## src/rtl/uart_tx_fifo.sv

```systemverilog
// uart_tx_fifo: byte-FIFO-buffered UART transmitter (8N1, or 8E1 when
// UART_TX_PARITY_EN is defined).
//
// Parameters:
//   CLK_HZ     system clock frequency in Hz
//   BAUD       line rate; CLKS_PER_BIT = CLK_HZ/BAUD (must be >= 2)
//   FIFO_DEPTH byte FIFO entries (power of two, >= 2)
//
// Ports:
//   clock     system clock, rising edge
//   reset     synchronous active-high reset
//   tx_start  write strobe; enqueues tx_data when the FIFO is not full
//   tx_data   byte to enqueue
//   tx        serial line, idle high (registered)
//   busy      frame in progress or FIFO non-empty
//   full      FIFO holds FIFO_DEPTH bytes
//   overflow  sticky; a write was attempted while full
//
// Optional feature macro: UART_TX_PARITY_EN adds an even-parity bit
// between the data bits and the stop bit.
module uart_tx_fifo #(
  parameter int CLK_HZ     = 24000000,
  parameter int BAUD       = 115200,
  parameter int FIFO_DEPTH = 16
) (
  input  logic       clock,
  input  logic       reset,
  input  logic       tx_start,
  input  logic [7:0] tx_data,
  output logic       tx,
  output logic       busy,
  output logic       full,
  output logic       overflow
);

  localparam int CLKS_PER_BIT = CLK_HZ / BAUD;
  localparam int AW           = $clog2(FIFO_DEPTH);
  localparam int CNTW         = AW + 1;
  localparam int CW           = $clog2(CLKS_PER_BIT);
  localparam logic [CW-1:0]   BAUD_LAST = CW'(CLKS_PER_BIT - 1);
  localparam logic [CNTW-1:0] DEPTH_CNT = CNTW'(FIFO_DEPTH);

  typedef enum logic [2:0] {
    IDLE,
    START,
    DATA,
`ifdef UART_TX_PARITY_EN
    PARITY,
`endif
    STOP
  } state_t;

  state_t          state;
  logic [7:0]      mem [FIFO_DEPTH];
  logic [AW-1:0]   wr_ptr;
  logic [AW-1:0]   rd_ptr;
  logic [CNTW-1:0] count;
  logic [CW-1:0]   baud_cnt;
  logic [2:0]      bit_idx;
  logic [7:0]      shift;
`ifdef UART_TX_PARITY_EN
  logic            parity_bit;
`endif

  logic write;
  logic pop;
  logic baud_end;

  assign full     = (count == DEPTH_CNT);
  assign busy     = (state != IDLE) || (count != '0);
  assign write    = tx_start && !full;
  assign pop      = (state == IDLE) && (count != '0);
  assign baud_end = (baud_cnt == BAUD_LAST);

  // Storage is not reset: the pointers and count define what is valid.
  always_ff @(posedge clock) begin
    if (write) begin
      mem[wr_ptr] <= tx_data;
    end
  end

  // A write while full is dropped even if a pop happens in the same cycle,
  // because acceptance is decided from the registered count.
  always_ff @(posedge clock) begin
    if (reset) begin
      wr_ptr   <= '0;
      rd_ptr   <= '0;
      count    <= '0;
      overflow <= 1'b0;
    end else begin
      if (write) begin
        wr_ptr <= wr_ptr + 1'b1;
      end
      if (pop) begin
        rd_ptr <= rd_ptr + 1'b1;
      end
      if (write && !pop) begin
        count <= count + 1'b1;
      end else if (pop && !write) begin
        count <= count - 1'b1;
      end
      if (tx_start && full) begin
        overflow <= 1'b1;
      end
    end
  end

  // tx is registered from the current state, so the line trails the state
  // by one cycle; every field still lasts exactly CLKS_PER_BIT cycles.
  always_ff @(posedge clock) begin
    if (reset) begin
      state      <= IDLE;
      baud_cnt   <= '0;
      bit_idx    <= '0;
      shift      <= '0;
      tx         <= 1'b1;
`ifdef UART_TX_PARITY_EN
      parity_bit <= 1'b0;
`endif
    end else begin
      case (state)
        IDLE: begin
          tx <= 1'b1;
          if (pop) begin
            shift      <= mem[rd_ptr];
`ifdef UART_TX_PARITY_EN
            parity_bit <= ^mem[rd_ptr];
`endif
            baud_cnt   <= '0;
            state      <= START;
          end
        end
        START: begin
          tx <= 1'b0;
          if (baud_end) begin
            baud_cnt <= '0;
            bit_idx  <= '0;
            state    <= DATA;
          end else begin
            baud_cnt <= baud_cnt + 1'b1;
          end
        end
        DATA: begin
          tx <= shift[0];
          if (baud_end) begin
            baud_cnt <= '0;
            shift    <= {1'b0, shift[7:1]};
            if (bit_idx == 3'd7) begin
`ifdef UART_TX_PARITY_EN
              state <= PARITY;
`else
              state <= STOP;
`endif
            end else begin
              bit_idx <= bit_idx + 1'b1;
            end
          end else begin
            baud_cnt <= baud_cnt + 1'b1;
          end
        end
`ifdef UART_TX_PARITY_EN
        PARITY: begin
          tx <= parity_bit;
          if (baud_end) begin
            baud_cnt <= '0;
            state    <= STOP;
          end else begin
            baud_cnt <= baud_cnt + 1'b1;
          end
        end
`endif
        STOP: begin
          tx <= 1'b1;
          if (baud_end) begin
            baud_cnt <= '0;
            state    <= IDLE;
          end else begin
            baud_cnt <= baud_cnt + 1'b1;
          end
        end
        default: begin
          tx    <= 1'b1;
          state <= IDLE;
        end
      endcase
    end
  end

endmodule

```

## config.mk

```make
export PLATFORM = sky130hd
export DESIGN_NAME = uart_tx_fifo
export DESIGN_NICKNAME = d
export VERILOG_FILES = /design/src/rtl/uart_tx_fifo.sv
export SDC_FILE = /design/constraint.sdc
export NUM_CORES = 1
export LEC_CHECK = 0
export CORE_ASPECT_RATIO = 0.75
export CORE_MARGIN = 2
export CORE_UTILIZATION = 25
export CTS_CLUSTER_SIZE = 30
export DETAILED_ROUTE_END_ITERATION = 7
export GPL_TIMING_DRIVEN = 1
export HOLD_SLACK_MARGIN = 0.05
export PLACE_DENSITY = 0.42
export SYNTH_ARGS = -nofsm -noshare
export SYNTH_HDL_FRONTEND = slang
export SYNTH_SLANG_ARGS = --single-unit
```

## constraint.sdc

```tcl
create_clock -name clock -period 7.7 [get_ports clock]
set_input_delay 2.31 -clock clock [delete_from_list [all_inputs] [get_ports clock]]
set_output_delay 2.31 -clock clock [all_outputs]
set_load 0.01 [all_outputs]
```

==> summary.txt, run 1 <==
R2R setup slack - 4.65 ns
routed len/inst - 18.6 um
hold_ws - 0.455 ns
# nets final - 510
initial antenna violation count - 0
Via density - 4.47
share of cells above drive strength 1 - 0.164
H-tree depth - 4
adder-cell share of the synthesized area - 0.0332
number of post-CTS setup repair buffers - 0
gpl congestion - 0.710
largest net degree at the start of global routing - 40
worst r2r path cells - 12
buffers and inverters on the worst path - 3
Synth Area in Compound Gates - 0.0619
synthesized area - 0.00701 mm2
syn_nets - 495
Initial Utilization - 0.252
Slew headroom - 0.334
placed insts - 819
CP endpoint - busy
crit-path max FO - 13
Final ANT Viol Nets - 0
fmax - 197 MHz
Setup crit end kind - output port
first-pass GRT wire length - 24.1 mm
Top delay family on crit path - buffers and inverters
sequential fraction of the synthesis area - 0.662
Num Clock Sinks - 168
Hold Fails Final Rpt - 0
clock latency on the worst-skew pair - 0.42 ns
CP Launch Type - register
IO Count - 15
CP startpoint - state[1]
GRT overflow - 0
XOR/XNOR Fraction of Synth Area - 0.0137
Yosys warnings - 0
final core utilization - 0.291
# DRC - 0
initial drt markers - 260
full die area - 0.0294 mm2
I/O Buffers - 14
Final HPWL DP - 10.1 mm
ANT cells - 0
worst slew pin tran - 0.999 ns
Syn Area/Cell - 15.0 um2
Setup Viol. Count Final - 0
clk slew on worst S/H paths - 0.07 ns
required time of the critical path - 5.39 ns
fin crit period - 5.08 ns
CORE AREA - 0.0278 mm2
CTS tree - built
Post-synth EDFFs - 128
number of fill cells - 2762
hold path start - shift[6]
status - finished, final reports clean
Root Buffer - clkbuf_16
vias after detailed routing - 3807
row cnt - 53
Routed WL - 15.8 mm
clk_skew - 0.00706 ns
final worst slack - 2.62 ns
leak pwr - 2.58 nW
Num CTS Buffers - 17
Cell Chain, Critical Path - inv_1, ha_1, nor3b_4, inv_2, clkdlybuf4s50_1
final worst-path cycle share - 0.660
VDD IR max - 0.155 mV
maxcap violations - 0
Crit Path Category - reg -> out
clk buf depth - 2
Yosys reg bits - 168
crit-path max cell delay - 0.70 ns
final std cell area, no fill - 0.00809 mm2
Cell Pwr Density - 332 mW/mm2
die height - 149 um
Syn-to-layout area delta - 15.4%
largest family of logic cells by synthesized area - multiplexers
cells resized by post-CTS repair - 0
unrepaired setup endpoints after global routing - false
FF-to-FF Start - state[1]
number of global-route vias before repair - 3897
multiplexer share of the synthesized area - 0.111
setup_tns - 0 ns
Hold Crit Class - reg -> reg
Primary FF master, synth - edfxtp_1
drt first pass iters - 4
Synth cell types - 54
CTS Hold Bufs - 0
Placement Cell Area - 0.00752 mm2
reg2reg end - count[4]
post-synthesis simple-gate area fraction - 0.0924
Post-Syn Instances - 466
CP Depth - 5
Crit path arrival time - 2.77 ns
asr flop ratio synth - 0
total power - 2.68 mW
dpl ws - 2.80 ns
Total GRT Usage - 0.114
Slew Limit Fails - 0
slowest CP cell - nor3b_4
Final Instance Count excl. Fillers - 851
Die X - 197 um
-- how the worst min path moves through the flow --
stage,endpoint,cells past startpoint
2_1_floorplan,shift[0],2
4_1_cts,shift[6],2
3_5_place_dp,shift[5],2
3_3_place_gp,shift[6],2
6_report,shift[6],2
5_1_grt,shift[3],2
-- cell families after synthesis --
kind of cell / after synthesis
buf+inv: 37
xor+xnor: 11
compound gates: 57
fa+ha+maj: 18
flops: 168
simple gates: 130
mux: 45
-- cell type report --
cell class              instances  area, um2  area share
flip-flops and latches        168       4650       0.574
multi-input cells             261       2190       0.270
well taps                     357        447      0.0552
clock buffers                  17        425      0.0526
repair buffers                 22        200      0.0247
clock inverters                15        146      0.0181
inverters                      11       41.3     0.00510
-- cell usage in the layout, fill, tap and decap left out, types with 7 or more instances in the layout --
master | netlist | final
dfxtp_1 | 40 | 39
mux2i_1 | 19 | 19
mux4_2 | 26 | 26
nand2_1 | 32 | 32
nand4_1 | 16 | 16
ha_1 | 17 | 17
edfxtp_1 | 128 | 128
a221oi_1 | 7 | 7
clkbuf_16 | 0 | 17
buf_4 | 3 | 8
nor2_1 | 42 | 42
a21oi_1 | 21 | 21
nand2b_1 | 11 | 11
clkdlybuf4s50_1 | 0 | 14
a221o_1 | 7 | 7
inv_1 | 9 | 9
-- synthesized netlist by cell type (all sizes together) (2+ instances only) --
master  count  share of area
mux2i      19          0.027
edfxtp    128           0.55
buf        13          0.013
nor3        6         0.0043
nand2b     11         0.0098
clkbuf     13         0.0070
or3         2         0.0018
ha         17          0.030
nor2       44          0.024
a22oi       3         0.0032
and3        3         0.0027
a221oi      8          0.011
dfxtp      40           0.11
a221o       7          0.010
a21oi      22          0.016
nand2      33          0.018
a21o        5         0.0066
nand3       3         0.0021
nor3b       2         0.0037
nor2b       3         0.0027
o21ai       5         0.0052
inv        10         0.0054
mux4       26          0.084
nand4      16          0.014
xor2        5         0.0062
xnor2       6         0.0075
-- worst reg2reg max path: cells and delay by family (launching register included) --
kind                     cells  cell delay (ns)
buffers and inverters        3             0.41
flip-flops                   1             0.35
AND/OR/NAND/NOR              1             0.31
XOR/XNOR                     1             0.09
adder cells (fa/ha/maj)      3             1.00
AO/OA/AOI/OAI                4             0.80
-- layer usage --
layer	GRT usage	up-vias	share of wire
li1	-	1810	-
met1	0.167	1938	0.50
met2	0.166	53	0.45
met3	0.0292	6	0.048
met4	0.0316	0	0.0047
met5	0	-	0
-- state kept, by name, indices dropped and copies added, names as in the netlist, named ones only --
signal and cells:
state 2, baud_cnt 8, tx 1, bit_idx 3, count 5, shift 8, mem 128, overflow 1
wr_ptr 4, rd_ptr 4
-- report_power, final --
part | internal (mW) | leakage [nW] | switching [mW]
combinational | 0.334 | 0.811 | 0.418
sequential | 1.04 | 1.48 | 0.0435
clock | 0.480 | 0.287 | 0.367
total | 1.86 | 2.58 | 0.829
Power figures use the tool's default switching activity.
==> inputs of run 2 (changes only) <==
Settings changed: PLACE_DENSITY 0.42 to 0.43.
Clock period 7.7 ns to 4.5 ns, I/O delays scaled along.
==> summary.txt, run 2 (same netlist as run 1, synthesis figures left out) <==
fmax - 266 MHz
initial drt markers - 213 (was 260)
clk_skew - 0.0228 ns (was 0.00706 ns)
total power - 4.50 mW (was 2.68 mW)
CTS Hold Bufs - 0 (unchanged)
Crit path arrival time - 2.41 ns (was 2.77 ns)
Cell Pwr Density - 558 mW/mm2 (was 332 mW/mm2)
setup_tns - 0 ns (unchanged)
Num Clock Sinks - 168 (unchanged)
Die X - 197 um (unchanged)
# DRC - 0 (unchanged)
clock latency on the worst-skew pair - 0.43 ns (was 0.42 ns)
CP Launch Type - register (unchanged)
Top delay family on crit path - buffers and inverters (unchanged)
Regs by FF count - mem (128), baud_cnt (8), shift (8) (unchanged)
cells resized by post-CTS repair - 0 (unchanged)
clk buf depth - 2 (unchanged)
crit-path max FO - 13 (unchanged)
IO Count - 15 (unchanged)
initial antenna violation count - 0 (unchanged)
Total GRT Usage - 0.112 (was 0.114)
I/O Buffers - 14 (unchanged)
CORE AREA - 0.0278 mm2 (unchanged)
max reg flops - 128 (unchanged)
share of cells above drive strength 1 - 0.162 (was 0.164)
most frequent cells in the layout - edfxtp_1, nor2_1, dfxtp_1 (unchanged)
Setup Viol. Count Final - 0 (unchanged)
H-tree depth - 4 (unchanged)
row cnt - 53 (unchanged)
buffers and inverters on the worst path - 3 (unchanged)
worst slew pin tran - 0.978 ns (was 0.999 ns)
met2 WL - 6.80 mm (was 7.06 mm)
# nets final - 512 (was 510)
largest net degree at the start of global routing - 38 (was 40)
leak pwr - 2.55 nW (was 2.58 nW)
slowest CP cell - or4_4 (was nor3b_4)
Hold Crit Class - reg -> reg (unchanged)
status - finished, final reports clean (unchanged)
commonest non-fill, non-tap cell in the layout - edfxtp_1 (unchanged)
Root Buffer - clkbuf_16 (unchanged)
ANT cells - 0 (unchanged)
GRT overflow - 0 (unchanged)
unrepaired setup endpoints after global routing - false (unchanged)
drt first pass iters - 5 (was 4)
maxcap violations - 0 (unchanged)
WL met3 - 482 um (was 758 um)
first-pass GRT wire length - 23.8 mm (was 24.1 mm)
fin crit period - 3.76 ns
required time of the critical path - 3.15 ns (was 5.39 ns)
Final ANT Viol Nets - 0 (unchanged)
clk slew on worst S/H paths - 0.06 ns (was 0.07 ns)
gpl congestion - 0.714 (was 0.710)
Cell Chain, Critical Path - or4_4, nor3b_4, buf_4, inv_2, clkdlybuf4s50_1 (was inv_1, ha_1, nor3b_4, inv_2, clkdlybuf4s50_1)
Via density - 4.52 (was 4.47)
Setup crit end kind - output port (unchanged)
Hold Fails Final Rpt - 0 (unchanged)
Crit Path Category - reg -> out (unchanged)
most flop-heavy register - mem (unchanged)
Final HPWL DP - 10.1 mm (about the same)
Slew Limit Fails - 0 (unchanged)
Routed WL - 15.5 mm (was 15.8 mm)
final worst-path cycle share - 0.835
final core utilization - 0.290 (was 0.291)
VDD IR max - 0.257 mV (was 0.155 mV)
full die area - 0.0294 mm2 (unchanged)
Num CTS Buffers - 17 (unchanged)
Syn-to-layout area delta - 15.1% (was 15.4%)
number of global-route vias before repair - 3913 (was 3897)
die height - 149 um (unchanged)
Max Used Layer - met4 (unchanged)
crit-path max cell delay - 0.59 ns (was 0.70 ns)
Initial Utilization - 0.252 (unchanged)
routed len/inst - 18.2 um (was 18.6 um)
number of post-CTS setup repair buffers - 0 (unchanged)
met1 WL - 8.14 mm (was 7.94 mm)
Slew headroom - 0.348 (was 0.334)
vias after detailed routing - 3843 (was 3807)
CTS tree - built (unchanged)
-- run 2: worst paths after layout --
kind,start,end,slack [ns],cells past startpoint
max,count[0],busy,0.74,5
min reg2reg,shift[1],shift[1],0.45,2
max reg2reg,count[0],count[4],1.54,11
min,shift[1],shift[1],0.45,2
-- run 2: stage by stage --
stage	cell area (um2)	hold WS [ns]	setup WS, ns	cells
2_1_floorplan	7010	0.432	1.26	466
4_1_cts	8070	0.457	0.701	851
3_5_place_dp	7540	0.449	0.566	821
5_1_grt	8070	0.488	0.581	851
6_report	8070	0.450	0.744	851
3_3_place_gp	7540	0.440	0.582	821
-- run 2: layout make-up --
class,instances,area (um2)
tap,357,447
sequential,168,4650
clock buffer,21,440
clock inverter,9,95.1
multi-input combinational,261,2190
timing repair buffer,24,215
fill,2770,19700
inverter,11,41.3
-- run 2: layer usage --
metal,GRT usage,vias up
met5,0,-
met2,0.163,54
met3,0.0305,2
li1,-,1817
met4,0.0293,0
met1,0.162,1970
-- run 2: worst min-delay path, cell delays in order, from the launching register on --
cell     delay (ns)
dfxtp_1        0.31
nand2_1        0.05
a21oi_1        0.05
-- run 2: power breakdown --
| group | internal (mW) | switching [mW] | leakage (nW) |
|---|---|---|---|
| Clock | 0.762 | 0.606 | 0.247 |
| Combinational | 0.572 | 0.626 | 0.822 |
| Sequential | 1.78 | 0.154 | 1.48 |
| Total | 3.12 | 1.39 | 2.55 |
